==> src/rtl/image_average_divider_if.sv <==
// Stream bundle between the image accumulator, the average divider and the template store.
// Latency: none, wiring only.
// Backpressure: in_valid/in_ready on the sum side, out_valid/out_ready on the pixel side.
interface image_average_divider_if #(
    parameter int SUM_W = 24,
    parameter int PIX_W = 8,
    parameter int IDX_W = 10
);
    logic             in_valid;
    logic             in_ready;
    logic [SUM_W-1:0] in_sum;
    logic             out_valid;
    logic             out_ready;
    logic [PIX_W-1:0] out_pixel;
    logic [IDX_W-1:0] out_index;

    // Producer/consumer side (accumulator feeding sums, store taking pixels)
    modport master (
        output in_valid, in_sum, out_ready,
        input  in_ready, out_valid, out_pixel, out_index
    );

    // Divider side
    modport slave (
        input  in_valid, in_sum, out_ready,
        output in_ready, out_valid, out_pixel, out_index
    );
endinterface

==> src/rtl/image_average_divider.sv <==
// Divides each accumulated pixel sum by the image count, one frame of NUM_PIXELS per start.
// Latency: out_valid rises SUM_W+1 cycles after the sum is accepted; SUM_W+3 cycles per pixel minimum.
// Backpressure: one pixel in flight; in_ready stays low until the held output is taken by out_ready.
module image_average_divider #(
    parameter int NUM_PIXELS = 784,
    parameter int SUM_W      = 24,
    parameter int CNT_W      = 16,
    parameter int PIX_W      = 8,
    parameter int IDX_W      = $clog2(NUM_PIXELS)
) (
    input  logic             clk,
    input  logic             reset,
    input  logic             start,
    input  logic [CNT_W-1:0] count,
    output logic             busy,
    output logic             done,
    image_average_divider_if.slave bus
);

    localparam int                ITER_W    = $clog2(SUM_W + 1);
    localparam logic [ITER_W-1:0] LAST_ITER = ITER_W'(SUM_W);
    localparam logic [IDX_W-1:0]  LAST_IDX  = IDX_W'(NUM_PIXELS - 1);
    localparam logic [PIX_W-1:0]  PIX_MAX   = '1;

    typedef enum logic [1:0] {
        S_IDLE = 2'd0,
        S_LOAD = 2'd1,
        S_DIV  = 2'd2,
        S_OUT  = 2'd3
    } state_t;

    state_t             r_state;
    state_t             w_state_next;

    logic [CNT_W-1:0]   r_divisor;
    logic [SUM_W-1:0]   r_dividend;
    logic [CNT_W:0]     r_rem;
    logic [SUM_W-1:0]   r_quot;
    logic [ITER_W-1:0]  r_iter;
    logic [IDX_W-1:0]   r_index;
    logic [PIX_W-1:0]   r_pixel;
    logic               r_done;

    logic               w_start;
    logic               w_accept;
    logic               w_handoff;
    logic               w_last_pix;
    logic               w_in_ready;
    logic               w_out_valid;
    logic               w_busy;

    logic [CNT_W+1:0]   w_trial;
    logic [CNT_W+1:0]   w_diff;
    logic               w_ge;
    logic [CNT_W:0]     w_rem_next;
    logic [PIX_W-1:0]   w_pixel;

    // Next-state and handshake decode; all control is a function of the current state
    always_comb begin
        w_state_next = r_state;
        w_in_ready   = 1'b0;
        w_out_valid  = 1'b0;
        w_busy       = (r_state != S_IDLE);
        w_start      = 1'b0;
        w_accept     = 1'b0;
        w_handoff    = 1'b0;
        w_last_pix   = (r_index == LAST_IDX);
        case (r_state)
            S_IDLE: begin
                w_start = start;
                if (start) begin
                    w_state_next = S_LOAD;
                end
            end
            S_LOAD: begin
                w_in_ready = 1'b1;
                w_accept   = bus.in_valid;
                if (bus.in_valid) begin
                    w_state_next = S_DIV;
                end
            end
            S_DIV: begin
                // Extra cycle after the last quotient bit latches the saturated pixel
                if (r_iter == LAST_ITER) begin
                    w_state_next = S_OUT;
                end
            end
            S_OUT: begin
                w_out_valid = 1'b1;
                w_handoff   = bus.out_ready;
                if (bus.out_ready) begin
                    w_state_next = w_last_pix ? S_IDLE : S_LOAD;
                end
            end
            default: w_state_next = S_IDLE;
        endcase
    end

    // One restoring step: the partial remainder is always below the divisor, so the
    // trial value fits CNT_W+1 bits and the top bit of the difference is its sign
    always_comb begin
        w_trial    = {r_rem, r_dividend[SUM_W-1]};
        w_diff     = w_trial - {2'b00, r_divisor};
        w_ge       = ~w_diff[CNT_W+1];
        w_rem_next = w_ge ? w_diff[CNT_W:0] : w_trial[CNT_W:0];
        if (r_divisor == '0) begin
            w_pixel = '0;
        end else if (|r_quot[SUM_W-1:PIX_W]) begin
            w_pixel = PIX_MAX;
        end else begin
            w_pixel = r_quot[PIX_W-1:0];
        end
    end

    // State register
    always_ff @(posedge clk or negedge reset) begin
        if (!reset) begin
            r_state <= S_IDLE;
        end else begin
            r_state <= w_state_next;
        end
    end

    // Divider datapath, pixel index and done pulse
    always_ff @(posedge clk or negedge reset) begin
        if (!reset) begin
            r_divisor  <= '0;
            r_dividend <= '0;
            r_rem      <= '0;
            r_quot     <= '0;
            r_iter     <= '0;
            r_index    <= '0;
            r_pixel    <= '0;
            r_done     <= 1'b0;
        end else begin
            r_done <= w_handoff && w_last_pix;
            if (w_start) begin
                r_divisor <= count;
                r_index   <= '0;
            end
            if (w_accept) begin
                r_dividend <= bus.in_sum;
                r_rem      <= '0;
                r_quot     <= '0;
                r_iter     <= '0;
            end
            if (r_state == S_DIV) begin
                if (r_iter != LAST_ITER) begin
                    r_dividend <= {r_dividend[SUM_W-2:0], 1'b0};
                    r_rem      <= w_rem_next;
                    r_quot     <= {r_quot[SUM_W-2:0], w_ge};
                    r_iter     <= r_iter + ITER_W'(1);
                end else begin
                    r_pixel <= w_pixel;
                end
            end
            if (w_handoff && !w_last_pix) begin
                r_index <= r_index + IDX_W'(1);
            end
        end
    end

    assign bus.in_ready  = w_in_ready;
    assign bus.out_valid = w_out_valid;
    assign bus.out_pixel = r_pixel;
    assign bus.out_index = r_index;
    assign busy          = w_busy;
    assign done          = r_done;

endmodule

==> src/flat_wrapper.sv <==
// flat-port wrapper written by rule: the top's interface ports become plain ports
module image_average_divider_flat 
#(
    parameter int NUM_PIXELS = 784,
    parameter int SUM_W      = 24,
    parameter int CNT_W      = 16,
    parameter int PIX_W      = 8,
    parameter int IDX_W      = $clog2(NUM_PIXELS)
)
  (clk, reset, start, count, busy, done, bus_in_valid, bus_in_sum, bus_out_ready, bus_in_ready, bus_out_valid, bus_out_pixel, bus_out_index);
  image_average_divider_if #(.SUM_W(SUM_W), .PIX_W(PIX_W), .IDX_W(IDX_W)) bus_i ();
  input  logic clk;
  input  logic reset;
  input  logic start;
  input  logic [CNT_W-1:0] count;
  output logic busy;
  output logic done;
  input wire logic [$bits(bus_i.in_valid)-1:0] bus_in_valid;
  input wire logic [$bits(bus_i.in_sum)-1:0] bus_in_sum;
  input wire logic [$bits(bus_i.out_ready)-1:0] bus_out_ready;
  output wire logic [$bits(bus_i.in_ready)-1:0] bus_in_ready;
  output wire logic [$bits(bus_i.out_valid)-1:0] bus_out_valid;
  output wire logic [$bits(bus_i.out_pixel)-1:0] bus_out_pixel;
  output wire logic [$bits(bus_i.out_index)-1:0] bus_out_index;
  assign bus_i.in_valid = bus_in_valid;
  assign bus_i.in_sum = bus_in_sum;
  assign bus_i.out_ready = bus_out_ready;
  assign bus_in_ready = bus_i.in_ready;
  assign bus_out_valid = bus_i.out_valid;
  assign bus_out_pixel = bus_i.out_pixel;
  assign bus_out_index = bus_i.out_index;
  image_average_divider #(.NUM_PIXELS(NUM_PIXELS), .SUM_W(SUM_W), .CNT_W(CNT_W), .PIX_W(PIX_W), .IDX_W(IDX_W)) u_core (.clk(clk), .reset(reset), .start(start), .count(count), .busy(busy), .done(done), .bus(bus_i));
endmodule
==> config.mk <==
export PLATFORM = sky130hd
export DESIGN_NAME = image_average_divider_flat
export DESIGN_NICKNAME = d
export VERILOG_FILES = /design/src/rtl/image_average_divider_if.sv /design/src/rtl/image_average_divider.sv /design/src/flat_wrapper.sv
export SDC_FILE = /design/constraint.sdc
export NUM_CORES = 1
export LEC_CHECK = 0
export ABC_CLOCK_PERIOD_IN_PS = 6400
export CORE_MARGIN = 2
export CORE_UTILIZATION = 40
export DETAILED_ROUTE_END_ITERATION = 10
export PLACE_DENSITY = 0.61
export RECOVER_POWER = 25
export SETUP_SLACK_MARGIN = 0.05
export SYNTH_ARGS = -nofsm -noshare
export SYNTH_HDL_FRONTEND = slang
export SYNTH_SLANG_ARGS = --single-unit
==> constraint.sdc <==
create_clock -name clk -period 6.4 [get_ports clk]
set_clock_uncertainty 0.15 [all_clocks]
set_input_delay 0.96 -clock clk [delete_from_list [all_inputs] [get_ports clk]]
set_output_delay 0.96 -clock clk [all_outputs]
set_load 0.01 [all_outputs]
==> metrics.yaml <==
run_status:
  outcome: "complete, but fails checks"
  violations: "max-capacitance violations, max-slew violations"
cts:
  tritoncts: "yes"
  cts_hold_buf: 0
  ctsHtreeMaxLevel: 3
  cts_made_buffers: 9
  cts_resized: 0
  cts-root-buf: "clkbuf_16"
  clk_latency_ns: 0.35
  clkTransAtPathRegs_ns: 0.06
  post_cts_buffers: 0
  clockBufferDepth: 2
  clkSinkCount: 107
finish:
  n_fill_cell: 1301
  final_nets: 724
  drive_gt1_share_pct: 6.38
  areaGrowthSynthToFinish_pct: 19.7
  antenna_cells: 0
flow_run:
  cap_violations: 1
synthesis:
  synth_cell_types: 45
  yosysTopAreaCell: "dfrtp_1"
  syn_inst: 599
  synth_async_sr_flop_share_pct: 100
  synth_area_leaders: "dfrtp_1 48%, nand2_1 7.3%, mux2i_1 6.0%"
  synth-seq-area-share_pct: 47.5
  synth_nets: 669
  synth_top_cell_area_share_pct: 47.5
  synth_warnings: 0
  synth.avg_cell_area_sq_um: 9.41
  synth_flop_cell: "dfrtp_1"
  synth_edf_count: 0
  ys_ff_latch: 107
  synth_area_sq_mm: 0.00564
setup_path:
  r2r-end: "u_core.r_rem[13]"
  crit_chain: "clkbuf_1"
  start_kind: "input port"
  reg2reg_from: "u_core.r_divisor[2]"
  crit_family: "buffers and inverters"
  cp_max_fo: 66
  critical_path_arrival_ns: 3.42
  rrSetupSlack_ns: 3.44
  crit_path_end_kind: "asynchronous set/reset pin"
  path_buf_inv: 1
  crit_type: "in -> async"
  worstPathRequired_ns: 5.91
  cp_slowest_cell: "clkbuf_1"
  max_stage_delay_ns: 2.43
  rr_worst_depth: 10
route:
  wl_per_cell_microns: 14.5
  postRouteAntennaNets: 0
  via_per_inst: 5.34
  firstDrtPassIters: 5
  drc: 0
  drt_iter0_markers: 340
  drt_wl_total_microns: 12200
  dr_total_vias: 4477
min_path:
  worstHoldStart: "u_core.bus.out_pixel[0]"
  worst_hold_path.num_cells: 2
  hold_class: "reg -> reg"
  hold_end: "u_core.bus.out_pixel[0]"
sta:
  layout_min_cycle_time_ns: 3.91
  clock.fmax_mhz: 256
  final_max_slew_viol_count: 67
  min_period_over_period_pct: 61.1
  hold_violations: 0
  max_slew.worst_pin.slew_ns: 3.51
  rsz0062_at_grt: "false"
  maxSlewHeadroom_pct: -134
  setup_violations: 0
  setup_tns_ns: 0
pwr:
  p_seq_share_pct: 33.8
  p_int_mw: 1.97
  power_leakage_nw: 3.17
  power.density_mw_per_mm2: 491
  switching_power_mw: 1.35
  combPwrFrac_pct: 48.4
  peakVddDrop_mv: 0.194
  clockPowerShare_pct: 17.8
  netSwitchingFraction_pct: 40.6
  fin_total_pwr_mw: 3.31
global_routing:
  track_usage_pct: 17.8
  antenna_found_initial: 0
  grt_pass1_wl_microns: 21000
  overflow: 0
  grt_pass1_vias: 4507
  grt_max_degree: 67
floorplanning:
  die_x_microns: 123
  dieArea_sq_mm: 0.0151
  ios: 67
  dieHeight_microns: 123
  core_area_sq_mm: 0.0138
  start_util_pct: 40.8
  rows: 43
placement:
  io_buffer_count: 66
  gp_congestion: 0.859
  place.detailed.hpwl_microns: 8470
worst min-delay path: stages, from the launching register on:
cell and delay, ns:
dfrtp_1 0.34, nand2_1 0.04, o21ai_0 0.06
cell type report:
| type | instances | area [sq um] | share of cell area (%) |
|---|---|---|---|
| Clock buffer | 11 | 233 | 3.45 |
| Clock inverter | 4 | 73.8 | 1.09 |
| Multi-Input combinational cell | 439 | 2750 | 40.7 |
| Inverter | 26 | 97.6 | 1.45 |
| Sequential cell | 107 | 2680 | 39.7 |
| Tap cell | 180 | 225 | 3.34 |
| Timing Repair Buffer | 71 | 692 | 10.3 |
cells by family (layout without fill, tap and decap cells):
kind of cell	Yosys count	count (layout)	share of synthesized area [%]
simple gates	228	228	18.3
buf+inv	53	112	3.82
fa+ha+maj	25	25	5.68
mux	52	52	9.77
flops	107	107	47.5
compound gates	119	119	12.6
xor+xnor	15	15	2.33
per-layer routing:
metal | wire (microns) | vias to the layer above | part of all wire, % | global-route usage, %
met4 | 149 | 0 | 1.2 | 5.46
met2 | 5990 | 90 | 49 | 30.1
met5 | 0 | - | 0 | 0
met1 | 5560 | 2174 | 46 | 22.2
li1 | - | 2203 | - | -
met3 | 477 | 10 | 3.9 | 4.60
worst max-delay path by stage:
| stage | from | end | cells past startpoint |
|---|---|---|---|
| after detailed placement | bus_in_valid | u_core.r_dividend[5] | 5 |
| final | reset | u_core.r_divisor[14] | 1 |
| after global routing | reset | u_core.r_divisor[14] | 1 |
| after floorplan | u_core.r_rem[13] | u_core.r_rem[0] | 10 |
| after CTS | u_core.r_state[1] | bus_in_ready | 3 |
| after global placement | bus_in_valid | u_core.r_dividend[20] | 5 |
cells in the mapped netlist, types with 3 or more instances:
master     number
a21o_1          4
inv_1          26
a31oi_1         6
o21a_1          5
o21ai_0        66
clkbuf_1       18
xor2_1          7
nand3_1        51
nor2b_1         3
nor4_1          9
nand2_1       110
nand2b_1        6
o2111ai_1       4
dfrtp_1       107
a21oi_1        15
o211ai_1        4
buf_1           6
nand4_1         9
mux2i_1        34
mux2_2         16
ha_1           24
xnor2_1         8
and3_1          9
nor2_1         23
layout by cell type, fill, tap and decap left out, types with 2 or more instances in the layout:
cell             count
o2111ai_1            4
nor2_1              23
nand3_1             51
and3_1               9
nor4_1               9
o21ai_0             66
a31oi_1              6
mux2i_1             34
clkdlybuf4s50_1     65
o21ai_2              2
nand4_1              9
mux2_4               2
nand2b_1             6
xnor2_1              8
buf_4                5
bufinv_16            2
nor3_1               2
ha_1                24
xor2_1               7
a21oi_1             15
mux2_2              16
o211ai_1             4
o221ai_1             2
dfrtp_1            107
clkbuf_16            9
clkbuf_1             3
inv_1               26
o31ai_1              2
o21a_1               5
o22ai_1              2
nand2_1            109
a21o_1               4
nor2b_1              3
metrics by stage:
| stage | hold WS, ns | worst slack (ns) | cells | area [sq um] | utilization, % |
|---|---|---|---|---|---|
| CTS | 0.336 | 3.46 | 838 | 6750 | 48.8 |
| finish | 0.329 | 2.49 | 838 | 6750 | 48.8 |
| global route | 0.363 | 1.72 | 838 | 6750 | 48.8 |
| global placement | 0.311 | 3.28 | 823 | 6440 | 46.6 |
| detailed placement | 0.318 | 3.21 | 823 | 6440 | 46.6 |
| floorplan | 0.300 | 3.86 | 599 | 5640 | - |
state kept, by name (all words and copies together), names as in the netlist:
register and count:
u_core.r_quot 24, u_core.r_divisor 16, u_core.bus.out_index 10, u_core.bus.out_pixel 8, u_core.r_dividend 24, u_core.done 1, u_core.r_iter 5, u_core.r_state 2
u_core.r_rem 17
power groups by stage:
stage	combinational, mW	clock (mW)	sequential [mW]
finish	1.61	0.589	1.12
global route	1.83	0.633	1.16
CTS	1.62	0.609	1.12
detailed placement	1.61	0	1.13
global placement	1.57	0	1.13
floorplan	1.24	0	1.08
No activity file was read; power rests on OpenSTA's default activity.
==> variant 1 (same flow settings) <==
`CNT_W` is set to 16 in 2 places; all go to 32.
--- a/src/rtl/image_average_divider.sv
+++ b/src/rtl/image_average_divider.sv
@@ -6,3 +6,3 @@
     parameter int SUM_W      = 24,
-    parameter int CNT_W      = 16,
+    parameter int CNT_W      = 32,
     parameter int PIX_W      = 8,
--- a/src/flat_wrapper.sv
+++ b/src/flat_wrapper.sv
@@ -5,3 +5,3 @@
     parameter int SUM_W      = 24,
-    parameter int CNT_W      = 16,
+    parameter int CNT_W      = 32,
     parameter int PIX_W      = 8,
Interface: changed (resized count); port bits go from 67 to 83. No check against the original RTL was run, so the function may have changed too.
==> variant 1 against the unedited design <==
Power is 45% higher; synthesized area rose by 43%; cell area is 43% higher; register-to-register slack worse by 0.99 ns; global-route usage grew 0.46 points; first-iteration DRC count increased by 10%; synthesized cell count up 50%; wire length up 53%; combinational power increased by 48%; cell count up 47%; clock power increased by 68%; sequential cell count is 32 higher; worst hold slack lost 0.0062 ns; setup slack lost 0.040 ns; critical path type is now reg -> reg.
==> variant 1: results (changes against the unedited design) <==
detail_route.wirelength.met1_um: 9290  # +67%
worst_path_dominant_cell_family: "simple AND/OR/NAND/NOR gates"
rr_endpoint: "u_core.r_rem[12]"
whs_endpoint: "u_core.bus.out_pixel[6]"
share_seq_of_total_power: 0.299  # -0.039
status: "finished clean"
whs_ns: 0.323  # -0.00617 ns
detailroute.via_count: 6542  # +46%
place_area_um2: 9070  # +41%
cp.arrival_ns: 4.14  # +0.72 ns
reg2reg_slack_ns: 2.45  # -0.99 ns
crit_fanout: 21  # -68%
groute.layer.met2.usage: 0.293  # -0.00842
met2WireLength_um: 8510  # +42%
powerComb_mw: 2.39  # +48%
crit_path_capture_type: "register"
drt_iter0_drc: 374  # +10%
layout_min_cycle_time_ns: 3.95  # +0.0403 ns
synth_xor_xnor_area_share: 0.0360  # +0.0127
seq_area_frac_synth: 0.432  # -0.0434
layoutNonFillerInstCount: 1236  # +47%
timing.critical_path.from: "u_core.r_divisor[16]"
synth_compound_area_frac: 0.152  # +0.0264
post_synth_main_area_contributors: "sky130_fd_sc_hd__dfrtp_1, sky130_fd_sc_hd__nand2_1, sky130_fd_sc_hd__ha_1"
grtUsageMet1: 0.254  # +0.0313
yosysUniqueCellTypes: 57  # +27%
yosys-top-cells-count: "sky130_fd_sc_hd__nand2_1, sky130_fd_sc_hd__dfrtp_1, sky130_fd_sc_hd__nand3_1"
timing_worst_slew_pin_value_ns: 1.05  # -2.46 ns
irDropWorstVdd_v: 0.000191  # -1.4%
first_global_vias: 6578  # +46%
groute.usage.overall: 0.182  # +0.00459
synth.area.mux_share: 0.0808  # -0.0169
power-per-cell-area_nw_per_um2: 498  # +1.4%
power_leakage_nw: 4.34  # +37%
max_stage_delay_ns: 0.47  # -1.96 ns
dp_hpwl_um: 12600  # +49%
power.switching_fraction: 0.425  # +0.0192
cell_count_after_synthesis: 896  # +50%
initial_antenna_violation_count: 0  # unchanged
clk-insertion-delay-late_ns: 0.43  # +0.08 ns
synthAdderAreaFrac: 0.0646  # +0.00777
drt-total-wl_um: 18600  # +53%
place.port_buffers: 82  # +24%
route.met3.wl_um: 538  # +13%
met3_usage: 0.0285  # -0.0175
reg.largest.list: "u_core.r_rem x33, u_core.r_divisor x32"
timing.critical_path.slowest_stage_cell: "sky130_fd_sc_hd__buf_4"
place_ws_ns: 2.45  # -0.755 ns
[variant 1: cell types whose count changed after synthesis, moves of 16 or more]
cell and change:
sky130_fd_sc_hd__nor2_1 +34, sky130_fd_sc_hd__o21ai_1 +27, sky130_fd_sc_hd__inv_1 +21, sky130_fd_sc_hd__ha_1 +16
sky130_fd_sc_hd__nand3_1 +23, sky130_fd_sc_hd__nand2_1 +35, sky130_fd_sc_hd__mux2_2 +16, sky130_fd_sc_hd__dfrtp_1 +32
sky130_fd_sc_hd__o21ai_0 -24, sky130_fd_sc_hd__clkbuf_1 +21, sky130_fd_sc_hd__a31oi_1 +20
[variant 1: final cells by class]
cell class	count	area, um2
Clock inverter	14	150
Sequential cell	139	3480
Clock buffer	18	439
Timing Repair Buffer	88	867
Multi-Input combinational cell	665	4220
Fill cell	1886	9930
Tap cell	265	332
Inverter	47	176
==> variant 2 (config.mk and constraints unchanged) <==
Made on the original files. Encoding of `state_t`: now Gray code (2 bits for 4 states).
--- a/src/rtl/image_average_divider.sv
+++ b/src/rtl/image_average_divider.sv
@@ -25,6 +25,6 @@
     typedef enum logic [1:0] {
-        S_IDLE = 2'd0,
-        S_LOAD = 2'd1,
-        S_DIV  = 2'd2,
-        S_OUT  = 2'd3
+        S_IDLE = 2'b00,
+        S_LOAD = 2'b01,
+        S_DIV  = 2'b11,
+        S_OUT  = 2'b10
     } state_t;
Function: same outputs for any inputs over 10 cycles, from zero or initial values and one cycle with reset low; not proved beyond that.
==> variant 2 against the unedited design <==
The run still ends with capacitance limit, slew limit left; core utilization fell by 0.45 points; cell count rose by 2.0%; combinational power fell by 19%; setup slack got worse by 0.070 ns; synthesized area fell by 1.6%; non-clock buffer count fell by 1; cell area fell by 1.7%; maximum frequency fell by 1.8%; wire length rose by 2.5%; sequential cell count did not move; count of clock-buffer cells in the layout rose by 2; power fell by 12%; critical path type unchanged.
==> variant 2: results (changes against the unedited design) <==
hold_path_class: "reg -> reg"
grt_first_pass_wirelength_um: 21500  # +2.4%
seq_area_frac_synth: 0.483  # +0.00783
synth.area.mux_share: 0.0657  # -0.0320
dp_hpwl_um: 8540  # +0.84%
whs_ns: 0.329  # -0.000717 ns
slew_headroom: -0.490  # +0.849
status: "complete, but fails checks"
post_synth_main_area_contributors: "sky130_fd_sc_hd__dfrtp_1, sky130_fd_sc_hd__nand2_1, sky130_fd_sc_hd__mux2i_1"
synth-async-reset-ratio: 1.00  # unchanged
drt_iter0_drc: 304  # -11%
layoutNonFillerInstCount: 855  # +2.0%
clkSlewWorstSetupHoldPaths_ns: 0.07
htreeDepth: 3  # unchanged
yosys-top-cells-count: "sky130_fd_sc_hd__nand2_1, sky130_fd_sc_hd__dfrtp_1, sky130_fd_sc_hd__o21ai_0"
drv_slew: 110  # +64%
avgViaCountPerCell: 5.34  # about the same
globalplace.congestion: 0.848  # -1.4%
synth_xor_xnor_area_share: 0.0190  # -0.00436
drive_gt1_frac: 0.0400  # -0.0238
layout.nets: 735  # +1.5%
clk-insertion-delay-late_ns: 0.36
max_stage_delay_ns: 1.55  # -0.88 ns
power_leakage_nw: 3.13  # -1.4%
place_ws_ns: 3.01  # -0.193 ns
met3_usage: 0.0515  # +0.00549
antenna-diode-count: 0  # unchanged
max-clock-path-buffers: 2  # unchanged
failed_checks: "capacitance limit, slew limit"
initial_antenna_violation_count: 0  # unchanged
cts.repair_timing.setup_buffer_count: 0  # unchanged
first_global_vias: 4543  # +0.80%
dr.pass1.iters: 4  # -1
syn-num-nets: 682  # +1.9%
cp.arrival_ns: 4.00  # +0.58 ns
filler_cell_count: 1328  # +2.1%
groute.usage.overall: 0.182  # +0.00459
crit_fanout: 67  # +1.5%
place_area_um2: 6350  # -1.4%
worst_path_dominant_cell_family: "buffers and inverters"
place_inst: 839  # +1.9%
irDropWorstVdd_v: 0.000225  # +16%
cts_resized: 0  # unchanged
synthAdderAreaFrac: 0.0465  # -0.0103
drt-total-wl_um: 12500  # +2.5%
cts-buffers-inserted: 9  # unchanged
cts-root-buf: "sky130_fd_sc_hd__clkbuf_16"
groute.layer.met2.usage: 0.303  # +0.00191
syn_area_per_cell_um2: 8.99  # -4.5%
grtUsageMet1: 0.231  # +0.00829
pin_count_of_the_biggest_net_entering_global_routing: 76  # +13%
cap_viol_max_count: 2  # +1
synth_compound_area_frac: 0.135  # +0.00952
==> variant 2: cell count changes after synthesis, sizes merged, moves of 4 or more <==
cell / before / now
ha: 24 / 19
nand3: 51 / 55
nor2: 23 / 29
nand4: 9 / 5
o21ai: 68 / 76
nand2: 110 / 129
o2111ai: 4 / 0
mux2: 18 / 3
xor2: 7 / 3
nor3: 2 / 8
==> variant 2: power by group <==
part	internal (mW)	total (mW)	switching (mW)	leakage (nW)
combinational	0.592	1.31	0.722	1.63
sequential	0.889	1.05	0.164	1.35
clock	0.287	0.539	0.253	0.140
==> variant 2: worst paths after layout <==
kind / from / to / slack (ns) / depth (start not counted)
min in group asynchronous: reset / u_core.r_divisor[13] / 1.10 / 1
worst min-delay path: u_core.bus.out_pixel[2] / u_core.bus.out_pixel[2] / 0.33 / 2
worst max-delay path: reset / u_core.r_dividend[11] / 2.42 / 2
worst min register to register: u_core.bus.out_pixel[2] / u_core.bus.out_pixel[2] / 0.33 / 2
worst max register to register: u_core.r_rem[11] / u_core.r_rem[4] / 2.98 / 8
max in group clk: u_core.r_rem[11] / u_core.r_rem[4] / 2.98 / 8
==> variant 2: routing by layer <==
metal / vias up / wire (um)
met5: - / 0
met4: 0 / 235
met3: 17 / 624
met2: 78 / 5890
met1: 2214 / 5730
li1: 2260 / -
==> variant 2: area by class of cell <==
| cell class | instances | area (um2) | area share |
|---|---|---|---|
| clock buffer | 13 | 260 | 0.0392 |
| multi-input combinational | 459 | 2680 | 0.404 |
| timing repair buffer | 70 | 682 | 0.103 |
| inverter | 23 | 86.3 | 0.0130 |
| tap | 180 | 225 | 0.0340 |
| sequential | 107 | 2680 | 0.404 |
| clock inverter | 3 | 22.5 | 0.00340 |
